## src/rtl/mrc_pkg.sv

```systemverilog
// mrc_pkg: shared defaults and element/matrix types for matrix_result_collector
package mrc_pkg;
  localparam int DATA_W = 17;
  localparam int ROWS = 2;
  localparam int COLS = 2;
  localparam int NUM_ELEMS = ROWS * COLS;
  typedef logic [DATA_W-1:0] elem_t;
  typedef elem_t [NUM_ELEMS-1:0] matrix_t;
endpackage

```

## src/rtl/mrc_buffer.sv

```systemverilog
// mrc_buffer: DEPTH-entry circular FIFO of completed matrices; ports clk/NRST, push/wdata, pop/rdata (zero when empty), level/full/empty
module mrc_buffer
  import mrc_pkg::*;
#(
  parameter int W = NUM_ELEMS * DATA_W,
  parameter int DEPTH = 2
) (
  input  logic                   clk,
  input  logic                   NRST,
  input  logic                   push,
  input  logic                   pop,
  input  logic [W-1:0]           wdata,
  output logic [W-1:0]           rdata,
  output logic [$clog2(DEPTH):0] level,
  output logic                   full,
  output logic                   empty
);
  localparam int AW = $clog2(DEPTH);
  localparam int LW = AW + 1;
  logic [W-1:0] mem [DEPTH];
  logic [AW-1:0] wr_ptr, rd_ptr;
  logic do_push, do_pop;
  assign full = level == LW'(DEPTH);
  assign empty = level == '0;
  // A push into a full buffer is accepted only when the head leaves on the same edge
  assign do_push = push & (~full | pop);
  assign do_pop = pop & ~empty;
  assign rdata = empty ? '0 : mem[rd_ptr];
  always_ff @(posedge clk or negedge NRST) begin
    if (!NRST) begin
      wr_ptr <= '0;
      rd_ptr <= '0;
      level <= '0;
    end else begin
      wr_ptr <= do_push ? wr_ptr + 1'b1 : wr_ptr;
      rd_ptr <= do_pop ? rd_ptr + 1'b1 : rd_ptr;
      level <= (do_push & ~do_pop) ? level + 1'b1 : (~do_push & do_pop) ? level - 1'b1 : level;
    end
  end
  always_ff @(posedge clk) begin
    if (do_push) mem[wr_ptr] <= wdata;
  end
endmodule

```

## src/rtl/matrix_result_collector.sv

```systemverilog
// matrix_result_collector: assembles ROWS*COLS strobed elements into row-major matrices and offers them on valid/ready
// Ports: clk, NRST (async active-low), in_data/in_strobe (element stream), flush (drop partial matrix),
// m_data/m_valid/m_ready (matrix handshake), fill_idx, level, overflow (sticky drop flag), clr_ovf.
// Optional MRC_MAX_TRACK_EN adds m_max, the unsigned maximum element of the head matrix.
module matrix_result_collector
  import mrc_pkg::*;
#(
  parameter int DATA_W = mrc_pkg::DATA_W,
  parameter int ROWS = mrc_pkg::ROWS,
  parameter int COLS = mrc_pkg::COLS,
  parameter int DEPTH = 2
) (
  input  logic                          clk,
  input  logic                          NRST,
  input  logic [DATA_W-1:0]             in_data,
  input  logic                          in_strobe,
  input  logic                          flush,
  output logic [ROWS*COLS*DATA_W-1:0]   m_data,
  output logic                          m_valid,
  input  logic                          m_ready,
  output logic [$clog2(ROWS*COLS)-1:0]  fill_idx,
  output logic [$clog2(DEPTH):0]        level,
`ifdef MRC_MAX_TRACK_EN
  output logic [DATA_W-1:0]             m_max,
`endif
  output logic                          overflow,
  input  logic                          clr_ovf
);
  localparam int N = ROWS * COLS;
  localparam int FW = $clog2(N);
  localparam int MW = N * DATA_W;
`ifdef MRC_MAX_TRACK_EN
  localparam int BW = MW + DATA_W;
`else
  localparam int BW = MW;
`endif
  logic [MW-1:0] asm_q, asm_next;
  logic [BW-1:0] push_data, head;
  logic last, commit, pop, full, empty;
  assign last = fill_idx == FW'(N - 1);
  assign commit = in_strobe & ~flush & last;
  assign pop = m_valid & m_ready;
  assign m_valid = ~empty;
  assign m_data = head[MW-1:0];
  // The committed word includes the element arriving on the committing edge
  always_comb begin
    asm_next = asm_q;
    if (in_strobe) asm_next[fill_idx*DATA_W +: DATA_W] = in_data;
  end
`ifdef MRC_MAX_TRACK_EN
  logic [DATA_W-1:0] max_q, max_next;
  assign max_next = (in_strobe && in_data > max_q) ? in_data : max_q;
  assign push_data = {max_next, asm_next};
  assign m_max = head[BW-1 -: DATA_W];
  always_ff @(posedge clk or negedge NRST) begin
    if (!NRST) max_q <= '0;
    else max_q <= (flush | commit) ? '0 : max_next;
  end
`else
  assign push_data = asm_next;
`endif
  always_ff @(posedge clk or negedge NRST) begin
    if (!NRST) begin
      fill_idx <= '0;
      asm_q <= '0;
      overflow <= 1'b0;
    end else begin
      fill_idx <= flush ? '0 : in_strobe ? (last ? '0 : fill_idx + 1'b1) : fill_idx;
      asm_q <= (flush | commit) ? '0 : asm_next;
      // A drop on the same edge as clr_ovf keeps the flag set
      overflow <= (commit & full & ~pop) | (overflow & ~clr_ovf);
    end
  end
  mrc_buffer #(.W(BW), .DEPTH(DEPTH)) u_buf (
    .clk(clk),
    .NRST(NRST),
    .push(commit),
    .pop(pop),
    .wdata(push_data),
    .rdata(head),
    .level(level),
    .full(full),
    .empty(empty)
  );
endmodule

```

## config.mk

```make
export PLATFORM = sky130hd
export DESIGN_NAME = matrix_result_collector
export DESIGN_NICKNAME = d
export VERILOG_FILES = /design/src/rtl/mrc_pkg.sv /design/src/rtl/mrc_buffer.sv /design/src/rtl/matrix_result_collector.sv
export SDC_FILE = /design/constraint.sdc
export NUM_CORES = 1
export LEC_CHECK = 0
export BUFFER_PORTS_ARGS = -buffer_cell sky130_fd_sc_hd__buf_4
export CELL_PAD_IN_SITES_DETAIL_PLACEMENT = 1
export CELL_PAD_IN_SITES_GLOBAL_PLACEMENT = 2
export CORE_AREA = 3 3 150 152
export DETAILED_ROUTE_END_ITERATION = 7
export DIE_AREA = 0 0 153 155
export PLACE_DENSITY_LB_ADDON = 0.2
export SETUP_SLACK_MARGIN = 0.5
export SLEW_MARGIN = 40
export SYNTH_ARGS = -nofsm -noshare
export SYNTH_HDL_FRONTEND = slang
export SYNTH_SLANG_ARGS = --single-unit
```

## constraint.sdc

```tcl
create_clock -name clk -period 5.2 [get_ports clk]
set_clock_uncertainty 0.05 [all_clocks]
set_input_delay 1.04 -clock clk [delete_from_list [all_inputs] [get_ports clk]]
set_output_delay 1.04 -clock clk [all_outputs]
set_load 0.01 [all_outputs]
```

==> flow_summary.yaml <==
status:
  status: "completed"
layout:
  n_fill_cell: 2123
  fin_util_pct: 49.22
  multi_input_area_um2: 2451
  seqCellArea_um2: 5964
  nNetsFinal: 731
  syn_to_final_growth_pct: 19.98
  diodes: 0
  drive_gt1_share_pct: 22.45
  fin_cells: 992
global_routing:
  antenna_found_initial: 0
  grt_pass1_wl_um: 32950
  overflow: 0
  grt_max_degree: 76
  grtUsageTotal_pct: 17.67
  first_global_vias: 5594
cts:
  clock-root-buffer: "clkbuf_16"
  clockBufferDepth: 3
  cts_inserted_buffers: 23
  post_cts_resized: 0
  clk_pin_slew_worst_paths_ns: 0.06
  clock_latency_ns: 0.49
  cts.sinks: 211
  cts_hold_buf: 0
  cts_max_level: 1
  post_cts_buffers: 0
  cts_tree: "done"
drt:
  wl_um: 20870
  vias_per_cell: 5.209
  drt_iter0_markers: 223
  dr.pass1.iters: 4
  drcViolationCount: 0
  vias: 5167
  ant_nets: 0
  wl_per_cell_um: 21.04
yosys:
  netlist_area_um2: 8678
  synth_nets: 639
  yosys_warnings: 0
  synth_area_leaders: "edfxtp_1, dfrtp_1, mux2i_1"
  synthArstFlopShare_pct: 35.55
  ys_seq_elements: 211
  ys_top_cells_by_count: "edfxtp_1, nor2_1, dfrtp_1"
  synth_edf_count: 136
  synthCells: 609
  synth_top_cell_area_share_pct: 47.06
  synth.most_common_cell: "edfxtp_1"
  yosysUniqueCellTypes: 32
  ys.flop_type: "edfxtp_1"
  synth_top_cell_by_area: "edfxtp_1"
  syn_area_per_cell_um2: 14.25
  yosysSeqAreaShare_pct: 68.69
placement:
  dp_hpwl_um: 13450
  gp_congestion: 0.7392
  io_buffers: 96
  dp.cells: 950
timing:
  fin_setup_tns_ns: 0
  relSlewSlack_pct: 48.83
  hold_viol_final: 0
  post-route-period-util_pct: 63.16
  slew_viol_final: 0
  max_freq_mhz: 304.5
  worst_pin_slew_ns: 0.7656
  fin_crit_ns: 3.284
  rsz0062_at_grt: "no"
  finalSetupViolCount: 0
  whs_ns: 0.4514
worst_setup_path:
  required_ns: 4.11
  crit_type: "reg2out"
  rr_worst_depth: 5
  r2r-end: "u_buf.mem[0][66]"
  worstSetupStartpointType: "flip-flop"
  crit_arrival_ns: 2.19
  rr_startpoint: "fill_idx[0]"
  end_kind: "primary output"
  critPathMaxFanout: 36
  rrSetupSlack_ns: 2.37
die:
  core-area_um2: 21150
  rows: 53
  design.die.area_um2: 23720
  die_x_um: 153
  die_y_um: 155
  pin_count: 97
  start_util_pct: 41.02
hold_path:
  min-delay-path-class: "reg2reg"
  worstHoldStart: "asm_q[41]"
  hold_path_depth: 2
  holdPathEnd: "asm_q[41]"
power:
  p_total_mw: 4.606
  p_leak_nw: 4.751
  peakVddDrop_mv: 0.2505
  p_per_area_nw_per_um2: 442.4
job:
  maxCapViolCount: 0
[flip-flops by register name, summed over array words and instances, names as in the netlist]
signal,cells
u_buf.rd_ptr,1
u_buf.mem,136
fill_idx,2
u_buf.level,2
u_buf.wr_ptr,1
asm_q,68
overflow,1
[routing by layer]
metal	up-vias	track usage, %	share of wire (%)
li1	2374	-	-
met1	2643	24.69	45
met2	123	29.50	48
met3	27	2.726	4.8
met4	0	4.073	2.0
met5	-	0	0
[worst max-delay path: stages, from the launching register on]
cell and delay (ns):
dfrtp_1 0.46, nor2_4 0.36, buf_16 0.21, buf_4 0.36, nor2_1 0.11, buf_4 0.16
[cell families after synthesis]
| family | Yosys count | synth area share [%] |
|---|---|---|
| AO/OA/AOI/OAI | 70 | 7.728 |
| flip-flops | 211 | 68.69 |
| AND/OR/NAND/NOR | 186 | 10.47 |
| multiplexers | 70 | 8.074 |
| buffers and inverters | 60 | 3.532 |
| XOR/XNOR | 5 | 0.5047 |
| adder cells (fa/ha/maj) | 7 | 1.009 |
[layout by cell type (no fill, tap or decap), drive strengths merged, types with 2 or more instances in the layout]
cell type,instances
ha,7
dfrtp,75
and2,2
nor2b,34
mux2i,70
clkbuf,30
clkinv,8
buf,106
and3,9
nand3,9
edfxtp,136
nand2,25
xor2,3
a22o,42
bufinv,3
a21oi,9
nor2,91
inv,21
xnor2,2
a32oi,17
and2b,10
[power breakdown]
group | switching, mW | internal, mW | leakage (nW) | total, mW
Sequential | 0.0771 | 1.82 | 2.41 | 1.89
Combinational | 0.587 | 0.530 | 1.98 | 1.12
Clock | 0.623 | 0.974 | 0.364 | 1.60
Total | 1.29 | 3.32 | 4.75 | 4.61
[final cells by class]
type / count / share of cell area (%)
Clock buffer: 30 / 5.876
Multi-Input combinational cell: 338 / 23.54
Timing Repair Buffer: 106 / 8.027
Tap cell: 275 / 3.304
Sequential cell: 211 / 57.28
Clock inverter: 11 / 1.214
Inverter: 21 / 0.7570
[how the worst max path moves through the flow]
stage / start / to / slack, ns / cells past startpoint
2_1_floorplan: in_strobe / u_buf.mem[0][0] / 1.29 / 4
3_3_place_gp: fill_idx[0] / u_buf.mem[0][40] / 2.13 / 5
3_5_place_dp: u_buf.level[1] / m_data[4] / 2.16 / 4
4_1_cts: u_buf.level[1] / m_data[17] / 1.59 / 4
5_1_grt: u_buf.level[1] / m_data[1] / 1.75 / 5
6_report: u_buf.level[1] / m_data[18] / 1.92 / 5
[through the flow]
step	setup WS [ns]	area (µm²)
2_1_floorplan	1.293	8681
3_3_place_gp	2.134	9613
3_5_place_dp	2.155	9647
4_1_cts	1.587	10390
5_1_grt	1.749	10410
6_report	1.916	10410
Note: power is estimated with default switching activity, not from simulation.
